--- src/rtl/bin_load_ctrl.sv ---
// Loads one bin (clauses, var/lvl states) from the store into sat_engine, runs the core,
// then writes the clause array and state lists back; start_core_o at NUM_CLAUSES+4 after start.
module bin_load_ctrl #(
    parameter int NUM_CLAUSES      = 8,
    parameter int NUM_VARS         = 8,
    parameter int NUM_LVLS         = 8,
    parameter int WIDTH_CIDX       = 3,
    parameter int WIDTH_BIN_ID     = 10,
    parameter int WIDTH_LVL        = 16,
    parameter int WIDTH_VAR_STATES = 19,
    parameter int WIDTH_LVL_STATES = 11
) (
    input  logic                                   clk,
    input  logic                                   rst,
    input  logic                                   start_bin_i,
    input  logic [WIDTH_BIN_ID-1:0]                bin_id_i,
    input  logic [WIDTH_LVL-1:0]                   load_lvl_i,
    input  logic [WIDTH_LVL-1:0]                   base_lvl_i,
    output logic                                   busy_o,
    output logic                                   done_bin_o,
    output logic                                   bin_sat_o,
    output logic                                   bin_unsat_o,
    output logic [WIDTH_LVL-1:0]                   bkt_lvl_o,
    output logic [WIDTH_BIN_ID-1:0]                bkt_bin_o,
    output logic                                   cmem_rd_o,
    output logic                                   cmem_wr_o,
    output logic [WIDTH_BIN_ID+WIDTH_CIDX-1:0]     cmem_addr_o,
    input  logic [2*NUM_VARS-1:0]                  cmem_rdata_i,
    output logic [2*NUM_VARS-1:0]                  cmem_wdata_o,
    output logic                                   smem_rd_o,
    output logic                                   smem_wr_o,
    output logic [WIDTH_BIN_ID-1:0]                smem_addr_o,
    input  logic [WIDTH_VAR_STATES*NUM_VARS-1:0]   smem_vs_rdata_i,
    output logic [WIDTH_VAR_STATES*NUM_VARS-1:0]   smem_vs_wdata_o,
    input  logic [WIDTH_LVL_STATES*NUM_LVLS-1:0]   smem_ls_rdata_i,
    output logic [WIDTH_LVL_STATES*NUM_LVLS-1:0]   smem_ls_wdata_o,
    output logic                                   start_core_o,
    input  logic                                   done_core_i,
    input  logic                                   sat_i,
    input  logic                                   unsat_i,
    input  logic [WIDTH_LVL-1:0]                   bkt_lvl_i,
    input  logic [WIDTH_BIN_ID-1:0]                bkt_bin_i,
    output logic [WIDTH_LVL-1:0]                   cur_bin_num_o,
    output logic [WIDTH_LVL-1:0]                   load_lvl_o,
    output logic [WIDTH_LVL-1:0]                   base_lvl_o,
    output logic [NUM_CLAUSES-1:0]                 wr_carray_o,
    output logic [NUM_CLAUSES-1:0]                 rd_carray_o,
    output logic [2*NUM_VARS-1:0]                  clause_o,
    input  logic [2*NUM_VARS-1:0]                  clause_i,
    output logic [NUM_VARS-1:0]                    wr_var_states_o,
    output logic [WIDTH_VAR_STATES*NUM_VARS-1:0]   var_states_o,
    input  logic [WIDTH_VAR_STATES*NUM_VARS-1:0]   var_states_i,
    output logic [NUM_LVLS-1:0]                    wr_lvl_states_o,
    output logic [WIDTH_LVL_STATES*NUM_LVLS-1:0]   lvl_states_o,
    input  logic [WIDTH_LVL_STATES*NUM_LVLS-1:0]   lvl_states_i,
    output logic                                   base_lvl_en_o
);

    localparam int KW = WIDTH_CIDX + 1;
    localparam logic [KW-1:0]          K_ONE  = KW'(1);
    localparam logic [KW-1:0]          K_NUMC = KW'(NUM_CLAUSES);
    localparam logic [KW-1:0]          K_LAST = KW'(NUM_CLAUSES - 1);
    localparam logic [NUM_CLAUSES-1:0] C_ONE  = NUM_CLAUSES'(1);

    typedef enum logic [3:0] {
        S_IDLE, S_LD_C, S_LD_S_RD, S_LD_S_WR, S_START, S_RUN, S_WB_C, S_WB_S, S_DONE
    } state_t;

    state_t                  r_state;
    state_t                  w_next_state;
    logic [KW-1:0]           r_k;
    logic [WIDTH_BIN_ID-1:0] r_bin_id;
    logic [WIDTH_LVL-1:0]    r_load_lvl;
    logic [WIDTH_LVL-1:0]    r_base_lvl;
    logic                    r_sat;
    logic                    r_unsat;
    logic [WIDTH_LVL-1:0]    r_bkt_lvl;
    logic [WIDTH_BIN_ID-1:0] r_bkt_bin;

    always_ff @(posedge clk or posedge rst) begin
        if (rst) begin
            r_state    <= S_IDLE;
            r_k        <= '0;
            r_bin_id   <= '0;
            r_load_lvl <= '0;
            r_base_lvl <= '0;
            r_sat      <= 1'b0;
            r_unsat    <= 1'b0;
            r_bkt_lvl  <= '0;
            r_bkt_bin  <= '0;
        end else begin
            r_state <= w_next_state;
            case (r_state)
                S_IDLE: begin
                    if (start_bin_i) begin
                        r_bin_id   <= bin_id_i;
                        r_load_lvl <= load_lvl_i;
                        r_base_lvl <= base_lvl_i;
                        r_k        <= '0;
                    end
                end
                S_LD_C: r_k <= r_k + K_ONE;
                S_RUN: begin
                    // Verdict survives until the next core completion, not the next start.
                    if (done_core_i) begin
                        r_sat     <= sat_i;
                        r_unsat   <= unsat_i;
                        r_bkt_lvl <= bkt_lvl_i;
                        r_bkt_bin <= bkt_bin_i;
                        r_k       <= '0;
                    end
                end
                S_WB_C: r_k <= r_k + K_ONE;
                default: ;
            endcase
        end
    end

    assign busy_o        = (r_state != S_IDLE);
    assign bin_sat_o     = r_sat;
    assign bin_unsat_o   = r_unsat;
    assign bkt_lvl_o     = r_bkt_lvl;
    assign bkt_bin_o     = r_bkt_bin;
    assign cur_bin_num_o = WIDTH_LVL'(r_bin_id);
    assign load_lvl_o    = r_load_lvl;
    assign base_lvl_o    = r_base_lvl;

    always_comb begin
        w_next_state    = r_state;
        done_bin_o      = 1'b0;
        cmem_rd_o       = 1'b0;
        cmem_wr_o       = 1'b0;
        cmem_addr_o     = '0;
        cmem_wdata_o    = '0;
        smem_rd_o       = 1'b0;
        smem_wr_o       = 1'b0;
        smem_addr_o     = '0;
        smem_vs_wdata_o = '0;
        smem_ls_wdata_o = '0;
        start_core_o    = 1'b0;
        wr_carray_o     = '0;
        rd_carray_o     = '0;
        clause_o        = '0;
        wr_var_states_o = '0;
        var_states_o    = '0;
        wr_lvl_states_o = '0;
        lvl_states_o    = '0;
        base_lvl_en_o   = 1'b0;
        case (r_state)
            S_IDLE: if (start_bin_i) w_next_state = S_LD_C;
            S_LD_C: begin
                // Read of row k overlaps the engine write of row k-1 (1-cycle store latency).
                if (r_k < K_NUMC) begin
                    cmem_rd_o   = 1'b1;
                    cmem_addr_o = {r_bin_id, r_k[WIDTH_CIDX-1:0]};
                end
                if (r_k != '0) begin
                    wr_carray_o = C_ONE << (r_k - K_ONE);
                    clause_o    = cmem_rdata_i;
                end
                if (r_k == K_NUMC) w_next_state = S_LD_S_RD;
            end
            S_LD_S_RD: begin
                smem_rd_o    = 1'b1;
                smem_addr_o  = r_bin_id;
                w_next_state = S_LD_S_WR;
            end
            S_LD_S_WR: begin
                wr_var_states_o = '1;
                wr_lvl_states_o = '1;
                var_states_o    = smem_vs_rdata_i;
                lvl_states_o    = smem_ls_rdata_i;
                base_lvl_en_o   = 1'b1;
                w_next_state    = S_START;
            end
            S_START: begin
                start_core_o = 1'b1;
                w_next_state = S_RUN;
            end
            S_RUN: if (done_core_i) w_next_state = S_WB_C;
            S_WB_C: begin
                rd_carray_o  = C_ONE << r_k;
                cmem_wr_o    = 1'b1;
                cmem_addr_o  = {r_bin_id, r_k[WIDTH_CIDX-1:0]};
                cmem_wdata_o = clause_i;
                if (r_k == K_LAST) w_next_state = S_WB_S;
            end
            S_WB_S: begin
                smem_wr_o       = 1'b1;
                smem_addr_o     = r_bin_id;
                smem_vs_wdata_o = var_states_i;
                smem_ls_wdata_o = lvl_states_i;
                w_next_state    = S_DONE;
            end
            S_DONE: begin
                done_bin_o   = 1'b1;
                w_next_state = S_IDLE;
            end
            default: w_next_state = S_IDLE;
        endcase
    end

endmodule

--- config.mk ---
export PLATFORM = sky130hd
export DESIGN_NAME = bin_load_ctrl
export DESIGN_NICKNAME = d
export VERILOG_FILES = /design/src/rtl/bin_load_ctrl.sv
export SDC_FILE = /design/constraint.sdc
export NUM_CORES = 1
export LEC_CHECK = 0
export BUFFER_PORTS_ARGS = -buffer_cell sky130_fd_sc_hd__buf_4
export CORE_AREA = 2 2 482 484
export CTS_CLUSTER_DIAMETER = 30
export CTS_CLUSTER_SIZE = 16
export DETAILED_ROUTE_END_ITERATION = 10
export DIE_AREA = 0 0 484 486
export PLACE_DENSITY_LB_ADDON = 0.08
export SLEW_MARGIN = 10
export SYNTH_ARGS = -nofsm -noshare
export SYNTH_HDL_FRONTEND = slang
export SYNTH_SLANG_ARGS = --single-unit
--- constraint.sdc ---
create_clock -name clk -period 3.35 [get_ports clk]
set_input_delay 0.67 -clock clk [delete_from_list [all_inputs] [get_ports clk]]
set_output_delay 0.67 -clock clk [all_outputs]
set_load 0.005 [all_outputs]
==> impl_results.md, run 1 <==
- Status: complete, no violations
- Slew of the pin with the lowest slew margin: 0.671 ns
- Skew final: 0.0141 ns
- Core area: 229000 sq um
- Most common cell after layout, fill and taps aside: buf_4
- Area grow syn2layout: 185%
- Unrepaired setup endpoints after global routing: false
- HPWL Detailed: 88900 um
- GRT Resource Usage Total: 7.95%
- Ys Warns: 0
- Slew HR: 55.3%
- Sequential area share after synthesis: 27.2%
- Number of maximum-capacitance violations: 0
- Initial Util: 3.13%
- Final setup violation count: 0
- Initial DRC count: 213
- FF+latch count, synth: 78
- Grt ovf: 0
- Vias: 10783
- Hold buffers post-CTS: 0
- Routed WL: 98600 um
- Synthesized area per cell: 8.31 sq um
- Largest net degree at the start of global routing: 105
- Most frequent cells in the layout: buf_4 (1256), and2_1 (529), dfrtp_1 (77), mux2_2 (68)
- IO Pins: 1237
- Num rows: 176
- Placed Cells incl. Taps: 5068
- Detail Route Antenna Nets: 0
- Mapped Cells: 864
- Hold Crit Class: in2async
- Final period util: 93.5%
- Die outline height: 486 um
- Worst R2R Path Depth: 4
- Maximum clock rate: 319 MHz
- Total CTS buffers: 9
- Detailed Routing Iterations Pass 1: 4
- First-pass GRT wire length: 124000 um
- Fin. max-slew vios: 0
- Worst R2R Start: r_state[3]
- LEAKAGE: 9.70 nW
- CTS tree: done
- Flop-to-flop setup slack: 1.30 ns
- # H-tree levels: 3
- Worst setup SP type: flip-flop
- WL/cell: 19.4 um
- DR vias/cell: 2.12
- EDFF count, synth: 0
- Final critical-path required period: 3.13 ns
- Die width: 484 um
- Vias in the first global route: 11390
- Max VDD drop: 0.266 mV
- CTS max path bufs: 2
- Die area: 235000 sq um
- Clock Sinks: 78
- R2r endpoint: r_state[0]
- Crit path launch: r_k[1]
- Routability cong.: 0.809
- Final Hold Viols: 0
- Nets: 2650
- Synthesized area: 7180 sq um
- Pwr/cell area: 472 nW/um^2
- DRC viols: 0
- Crit path max fanout: 7
- CTS clk-pin slew, worst paths: 0.08 ns
- Setup_tns: 0 ns
- Worst-Skew Late Latency: 0.41 ns
- Share of cells above drive strength 1: 66.2%
- FILL cells: 26953
- Critical path type: reg2out
- Worst hold margin: 0.293 ns
- Crit path capture type: output pin
- Data arrival, critical path: 2.46 ns
- Ys flop type: dfrtp_1
- Non-Filler Instances: 5094
- # port buffers: 1230
- Antenna violations before repair: 39
- Synth unique cells: 42
- Root buffer cell: clkbuf_16
- Required time of the critical path: 2.68 ns
- Post-synth ARST share: 100%
## cell type report
class | count | area [sq um] | share of cell area (%)
timing repair buffer | 1263 | 9570 | 46.7
multi-input combinational | 694 | 4800 | 23.4
tap | 3026 | 3790 | 18.5
sequential | 78 | 1950 | 9.54
clock buffer | 10 | 239 | 1.17
clock inverter | 6 | 76.3 | 0.373
inverter | 7 | 28.8 | 0.141
antenna | 10 | 25.0 | 0.122
## metal layers
metal / vias to the layer above / share of wire, % / track usage (%)
met4: 22 / 2.0 / 1.79
met5: - / 0.13 / 0
met2: 693 / 55 / 15.5
li1: 5029 / - / -
met3: 65 / 8.9 / 3.23
met1: 4974 / 34 / 7.70
## cell families after synthesis
| kind of cell | Yosys count | synth area share [%] |
|---|---|---|
| simple gates | 591 | 51.3 |
| other cells | 1 | 0.0522 |
| mux | 71 | 11.1 |
| compound gates | 13 | 1.38 |
| flops | 78 | 27.2 |
| buf+inv | 97 | 6.76 |
| xor+xnor | 2 | 0.244 |
| fa+ha+maj | 11 | 1.92 |
## metrics by stage
stage / setup WS (ns) / utilization, % / instance area [sq um] / total power [mW]
finish: 0.218 / 8.93 / 20500 / 9.66
global route: 0.00865 / 8.92 / 20500 / 10.5
CTS: 0.0237 / 8.91 / 20400 / 10.2
detailed placement: 0.319 / 8.77 / 20100 / 8.83
global placement: 0.284 / 8.77 / 20100 / 9.00
floorplan: 0.685 / - / 7200 / 4.14
## worst max-delay path by stage
| stage | endpoint | slack (ns) |
|---|---|---|
| floorplan | base_lvl_o[0] | 0.68 |
| global placement | wr_carray_o[2] | 0.28 |
| detailed placement | wr_carray_o[2] | 0.32 |
| CTS | wr_carray_o[2] | 0.02 |
| global route | wr_carray_o[2] | 0.009 |
| finish | wr_carray_o[4] | 0.22 |
## power by group
| part | internal, mW | leakage [nW] | switching, mW | total, mW |
|---|---|---|---|---|
| combinational | 3.55 | 8.61 | 3.17 | 6.72 |
| sequential | 1.42 | 0.936 | 0.325 | 1.74 |
| clock | 0.612 | 0.149 | 0.585 | 1.20 |
| total | 5.58 | 9.70 | 4.08 | 9.66 |
## Yosys cell counts (all sizes together), types with 3 or more instances
cell type / count / area (sq um)
and2: 529 / 3310
dfrtp: 78 / 1950
mux2: 71 / 800
clkbuf: 51 / 191
buf: 39 / 268
ha: 11 / 138
nor2: 11 / 43.8
nor2b: 11 / 68.8
nand2: 10 / 40.0
nor3: 8 / 45.0
inv: 7 / 26.3
a21oi: 4 / 31.3
nor4: 4 / 31.3
nor4b: 4 / 35.0
o21ai: 4 / 23.8
and3: 3 / 18.8
nand2b: 3 / 18.8
## sequential cells by signal, summed over array words and instances, names as in the netlist
name         count
load_lvl_o      16
bkt_lvl_o       16
bkt_bin_o       10
bin_unsat_o      1
r_bin_id        10
r_state          4
bin_sat_o        1
base_lvl_o      16
r_k              4
## timing repair
action	in CTS	in global routing
gates resized for setup	1	3
cloned	0	0
setup endpoints to repair	8	6
buffers inserted	0	0
## critical path: stages (launching register included)
cell,delay [ns]
dfrtp_2,0.45
inv_1,0.15
ha_1,0.31
o21bai_1,0.20
a21oi_1,0.24
a41oi_4,0.10
buf_4,0.21
nor4b_1,0.24
buf_4,0.17
Power figures use the tool's default switching activity.
==> run 2, diff against run 1 <==
ABC_AREA = 1   (was not set)
CORE_AREA = 2 2 477 479   (was 2 2 482 484)
CTS_CLUSTER_SIZE = 30   (was 16)
DIE_AREA = 0 0 479 481   (was 0 0 484 486)
==> impl_results.md, run 2 <==
- Status: complete, no violations
- IO Pins: 1237
- Levels on crit path: 7
- Top-count cell post-synth: inv_1
- CP max stage cell: dfrtp_1
- FILL cells: 26694
- Final critical-path required period: 3.11 ns
- Data arrival, critical path: 2.44 ns
- Area occupied by multi-input gates: 5110 sq um
- Met2 routed WL: 61700 um
- R2r endpoint: load_lvl_o[7]
- Routability cong.: 0.811
- Initial DRC count: 376
- Total CTS buffers: 9
- Area contributors post-synth: nor2_4 (21%), inv_1 (20%), dfrtp_1 (19%), nor2_1 (9.2%), nor2_2 (6.9%)
- Share of cells above drive strength 1: 58.4%
- Most frequent cells in the layout: buf_4 (1266), inv_1 (551), nor2_1 (251), nor2_4 (194), nand2_1 (147)
- Worst R2R Path Depth: 6
- Final setup violation count: 0
- Synthesized area: 10200 sq um
- Crit path max fanout: 58
- CTS max path bufs: 2
- Unrepaired setup endpoints after global routing: false
- Final period util: 92.9%
- Skew final: 0.00837 ns
- Grt ovf: 0
- Area grow syn2layout: 126%
- Synthesized area per cell: 6.55 sq um
- Crit path capture type: output pin
- Top cells by count, synth: inv_1 (552), nor2_1 (251), nor2_4 (194), nand2_1 (147), nor2_2 (112)
- Setup_tns: 0 ns
- Die outline height: 481 um
- Maximum clock rate: 321 MHz
- Clock share of power: 10.0%
- Nets: 3351
- Met3 WL: 14400 um
- Largest area contributor in the synthesized netlist: nor2_4
- LEAKAGE: 12.4 nW
- DP Worst Slack: 0.454 ns
- CTS tree: done
- Mapped Cells: 1559
- Num rows: 175
- Critical path type: reg2out
- Detail Route Antenna Nets: 0
- WL/cell: 21.0 um
- Power share of the sequential group: 15.7%
- Detailed Routing Iterations Pass 1: 6
- Root buffer cell: clkbuf_16
- Die area: 230000 sq um
- Worst setup SP type: flip-flop
- Worst R2R Start: r_state[0]
- CTS clk-pin slew, worst paths: 0.07 ns
- Hold buffers post-CTS: 0
- Synth top area share: 21.4%
- Vias: 13467
- Pwr/cell area: 457 nW/um^2
- Clock Sinks: 78
- First-pass GRT wire length: 151000 um
- Hold Crit Class: in2async
- Ys flop type: dfrtp_1
- Max VDD drop: 0.245 mV
- Ys Warns: 0
- # port buffers: 1230
- Worst path top cell family by delay: buffers and inverters
- Final WS setup: 0.239 ns
- FF+latch area: 1950 sq um
- Worst-Skew Late Latency: 0.38 ns
- EDFF count, synth: 0
- Slew HR: 55.3%
- Final Hold Viols: 0
- GRT Resource Usage Total: 9.97%
- Sw Pwr: 5.26 mW
- Wire length on met1: 43800 um
- Synth unique cells: 28
- Comb power frac: 74.3%
- HPWL Detailed: 112000 um
- Number of maximum-capacitance violations: 0
- Worst hold margin: 0.283 ns
- Switching share of power: 50.0%
- Die width: 479 um
- DRC viols: 0
- Largest net degree at the start of global routing: 70
- Core area: 226000 sq um
- Worst path bufs/invs: 4
- Fin. max-slew vios: 0
- Highest metal used: met5
- Initial Util: 4.52%
- Required time of the critical path: 2.68 ns
- Sequential area share after synthesis: 19.1%
- FF+latch count, synth: 78
- Post-Route Utilization: 10.2%
- Most common cell after layout, fill and taps aside: buf_4
- CP peak stage delay: 0.45 ns
- Slew of the pin with the lowest slew margin: 0.670 ns
- Power Internal: 5.26 mW
- Flop-to-flop setup slack: 1.55 ns
- DR vias/cell: 2.33
- Vias in the first global route: 14054
- Routed WL: 121000 um
- Post-synth ARST share: 100%
- Antenna violations before repair: 68
- CP cell instances: nor2_4 > inv_2 > nor2_4 > inv_16 > buf_4 > nor2_1 > buf_4
- # H-tree levels: 3
[run 2: metrics by stage]
stage               instances  power [mW]  instance area (sq um)
CTS                      5765        11.1                  23000
global placement         5752        10.1                  22700
floorplan                1564        5.05                  10200
global route             5770        11.6                  23000
detailed placement       5752        9.95                  22700
finish                   5779        10.5                  23000
[run 2: cell families (layout without fill, tap and decap cells)]
group,count (synthesis),in the layout,synth area share [%]
other,1,20,0.0367
AO/OA/AOI/OAI,74,74,3.63
adder cells (fa/ha/maj),11,11,1.35
flip-flops,78,78,19.1
buffers and inverters,658,1850,31.1
AND/OR/NAND/NOR,737,737,44.8
[run 2: worst max path at each step]
stage,start,endpoint,slack (ns)
2_1_floorplan,rst,base_lvl_o[0],0.68
3_3_place_gp,r_k[0],wr_carray_o[0],0.42
3_5_place_dp,r_k[0],wr_carray_o[0],0.45
4_1_cts,r_k[0],wr_carray_o[0],0.03
5_1_grt,r_state[0],var_states_o[97],0.05
6_report,r_state[3],smem_ls_wdata_o[25],0.24
[run 2: repair_timing]
item	CTS	global route
resized for setup	0	2
setup endpoints to repair	0	8
setup buffers	0	0
[run 2: power by group through the flow]
stage               Clock, mW  Combinational [mW]  Sequential (mW)
floorplan                   0                3.41             1.64
global placement            0                8.37             1.68
detailed placement          0                8.28             1.67
CTS                      1.14                8.30             1.67
global route             1.16                8.69             1.72
finish                   1.05                7.81             1.65
[run 2: area by class of cell]
cell class,count,share of cell area (%)
timing repair buffer,1278,42.3
multi-input combinational,828,22.2
tap,3009,16.4
inverter,559,9.25
sequential,78,8.48
clock buffer,11,1.05
clock inverter,2,0.152
antenna,14,0.152
[run 2: routing by layer]
layer | track usage (%) | vias to the layer above
li1 | - | 6558
met1 | 10.5 | 6021
met2 | 17.9 | 731
met3 | 5.14 | 109
met4 | 1.51 | 48
met5 | 0 | -
==> run 3, diff against run 2 <==
CORE_AREA = 8 8 469 471   (was 2 2 477 479)
DIE_AREA = 0 0 477 479   (was 0 0 479 481)
==> impl_results.md, run 3 (same netlist as run 2, synthesis figures left out) <==
- Status: complete, no violations
- Total CTS buffers: 9
- HPWL Detailed: 122000 um
- Nets: 3342
- Clock share of power: 11.3%
- FILL cells: 25246
- Power share of the sequential group: 15.6%
- Largest net degree at the start of global routing: 79
- Worst setup SP type: flip-flop
- Initial DRC count: 414
- Most frequent cells in the layout: buf_4 (1258), inv_1 (551), nor2_1 (250), nor2_4 (194), nand2_1 (147)
- Max VDD drop: 0.278 mV
- Number of maximum-capacitance violations: 0
- Routability cong.: 0.802
- Slew HR: 44.9%
- Pwr/cell area: 470 nW/um^2
- CP cell instances: nor2_4 > inv_2 > nor2_4 > inv_16 > buf_12 > nor2_4 > buf_4
- Crit path max fanout: 59
- Die area: 228000 sq um
- Final period util: 92.0%
- # port buffers: 1230
- Critical path type: reg2out
- Routed WL: 133000 um
- Detailed Routing Iterations Pass 1: 4
- DR vias/cell: 2.42
- Detail Route Antenna Nets: 0
- CTS clk-pin slew, worst paths: 0.08 ns
- Comb power frac: 73.1%
- Clock Sinks: 78
- Final Hold Viols: 0
- Data arrival, critical path: 2.41 ns
- Most used cell along the critical path: nor2_4
- # H-tree levels: 3
- Antenna violations before repair: 81
- DRC viols: 0
- Required time of the critical path: 2.68 ns
- IO Pins: 1237
- Die width: 477 um
- Switching share of power: 50.5%
- WL/cell: 23.7 um
- Total power: 10.7 mW
- CTS tree: done
- Skew final: 0.0106 ns
- LEAKAGE: 12.4 nW
- Unrepaired setup endpoints after global routing: false
- Initial Util: 4.79%
- Slew of the pin with the lowest slew margin: 0.820 ns
- CP peak stage delay: 0.46 ns
- Worst path bufs/invs: 4
- Maximum clock rate: 325 MHz
- Grt ovf: 0
- Num rows: 170
- Final setup violation count: 0
- Setup bufs post-CTS: 0
- Power Internal: 5.30 mW
- Setup_tns: 0 ns
- Sw Pwr: 5.40 mW
- GRT Resource Usage Total: 11.1%
- Most common cell after layout, fill and taps aside: buf_4
- CTS max path bufs: 2
- CP max stage cell: dfrtp_1
- First-pass GRT wire length: 168000 um
- Final critical-path required period: 3.08 ns
- Vias: 13546
- Share of cells above drive strength 1: 58.4%
- Worst path top cell family by delay: buffers and inverters
- Vias in the first global route: 14953
- Worst-Skew Late Latency: 0.39 ns
- Core area: 213000 sq um
- Hold Crit Class: in2async
- Fin. max-slew vios: 0
- Area grow syn2layout: 123%
- Die outline height: 479 um
- Crit path capture type: output pin
- Root buffer cell: clkbuf_16
## run 3: metrics by stage
| step | hold WS, ns | instances | cell area, sq um | setup slack [ns] | utilization [%] |
|---|---|---|---|---|---|
| after floorplan | 0.476 | 1564 | 10200 | 0.685 | - |
| after global placement | 0.475 | 5572 | 22400 | 0.353 | 10.5 |
| after detailed placement | 0.480 | 5572 | 22400 | 0.382 | 10.5 |
| after CTS | 0.392 | 5588 | 22700 | 0.125 | 10.7 |
| after global routing | 0.420 | 5588 | 22700 | 0.0829 | 10.7 |
| final | 0.398 | 5607 | 22800 | 0.269 | 10.7 |
## run 3: layout make-up
type	count	area [sq um]	area share, %
tap	2838	3550	15.6
antenna	19	47.5	0.209
inverter	559	2130	9.34
clock buffer	10	239	1.05
multi-input combinational	828	5100	22.4
clock inverter	6	93.8	0.412
timing repair buffer	1269	9660	42.4
sequential	78	1950	8.57
## run 3: power by group through the flow
stage	clock network [mW]	registers [mW]	logic (mW)
after detailed placement	0	1.68	8.30
after CTS	1.32	1.69	8.31
after global placement	0	1.69	8.38
after global routing	1.32	1.73	8.72
final	1.21	1.67	7.82
after floorplan	0	1.64	3.41
## run 3: final timing paths
| check | from | to | slack, ns | cells past startpoint |
|---|---|---|---|---|
| max in group asynchronous | rst | r_bin_id[1] | 2.57 | 3 |
| min | rst | bkt_bin_o[0] | 0.40 | 3 |
| min reg2reg | bkt_lvl_o[11] | bkt_lvl_o[11] | 0.49 | 2 |
| min in group clk | base_lvl_i[1] | base_lvl_o[1] | 0.47 | 3 |
| max reg2reg | r_state[3] | load_lvl_o[7] | 1.29 | 6 |
| max | r_state[3] | smem_vs_wdata_o[27] | 0.27 | 7 |
## run 3: timing repair
item / 4_1_cts / 5_1_grt
endpoints found under the setup margin: 1 / 0
hold buffers: 0 / 0
resized for setup: 1 / 0
## run 3: layer usage
layer,vias to the layer above,global-route usage (%),wire [um]
li1,6541,-,-
met1,6089,12.1,50900
met2,760,19.8,66300
met3,116,5.86,14600
met4,40,0.725,833
met5,-,0,243
## run 3: worst reg2reg max path: cells and delay by family (launching register included)
kind	cells	cell delay, ns
buffers and inverters	1	0.28
flip-flops	1	0.46
AND/OR/NAND/NOR	5	1.25
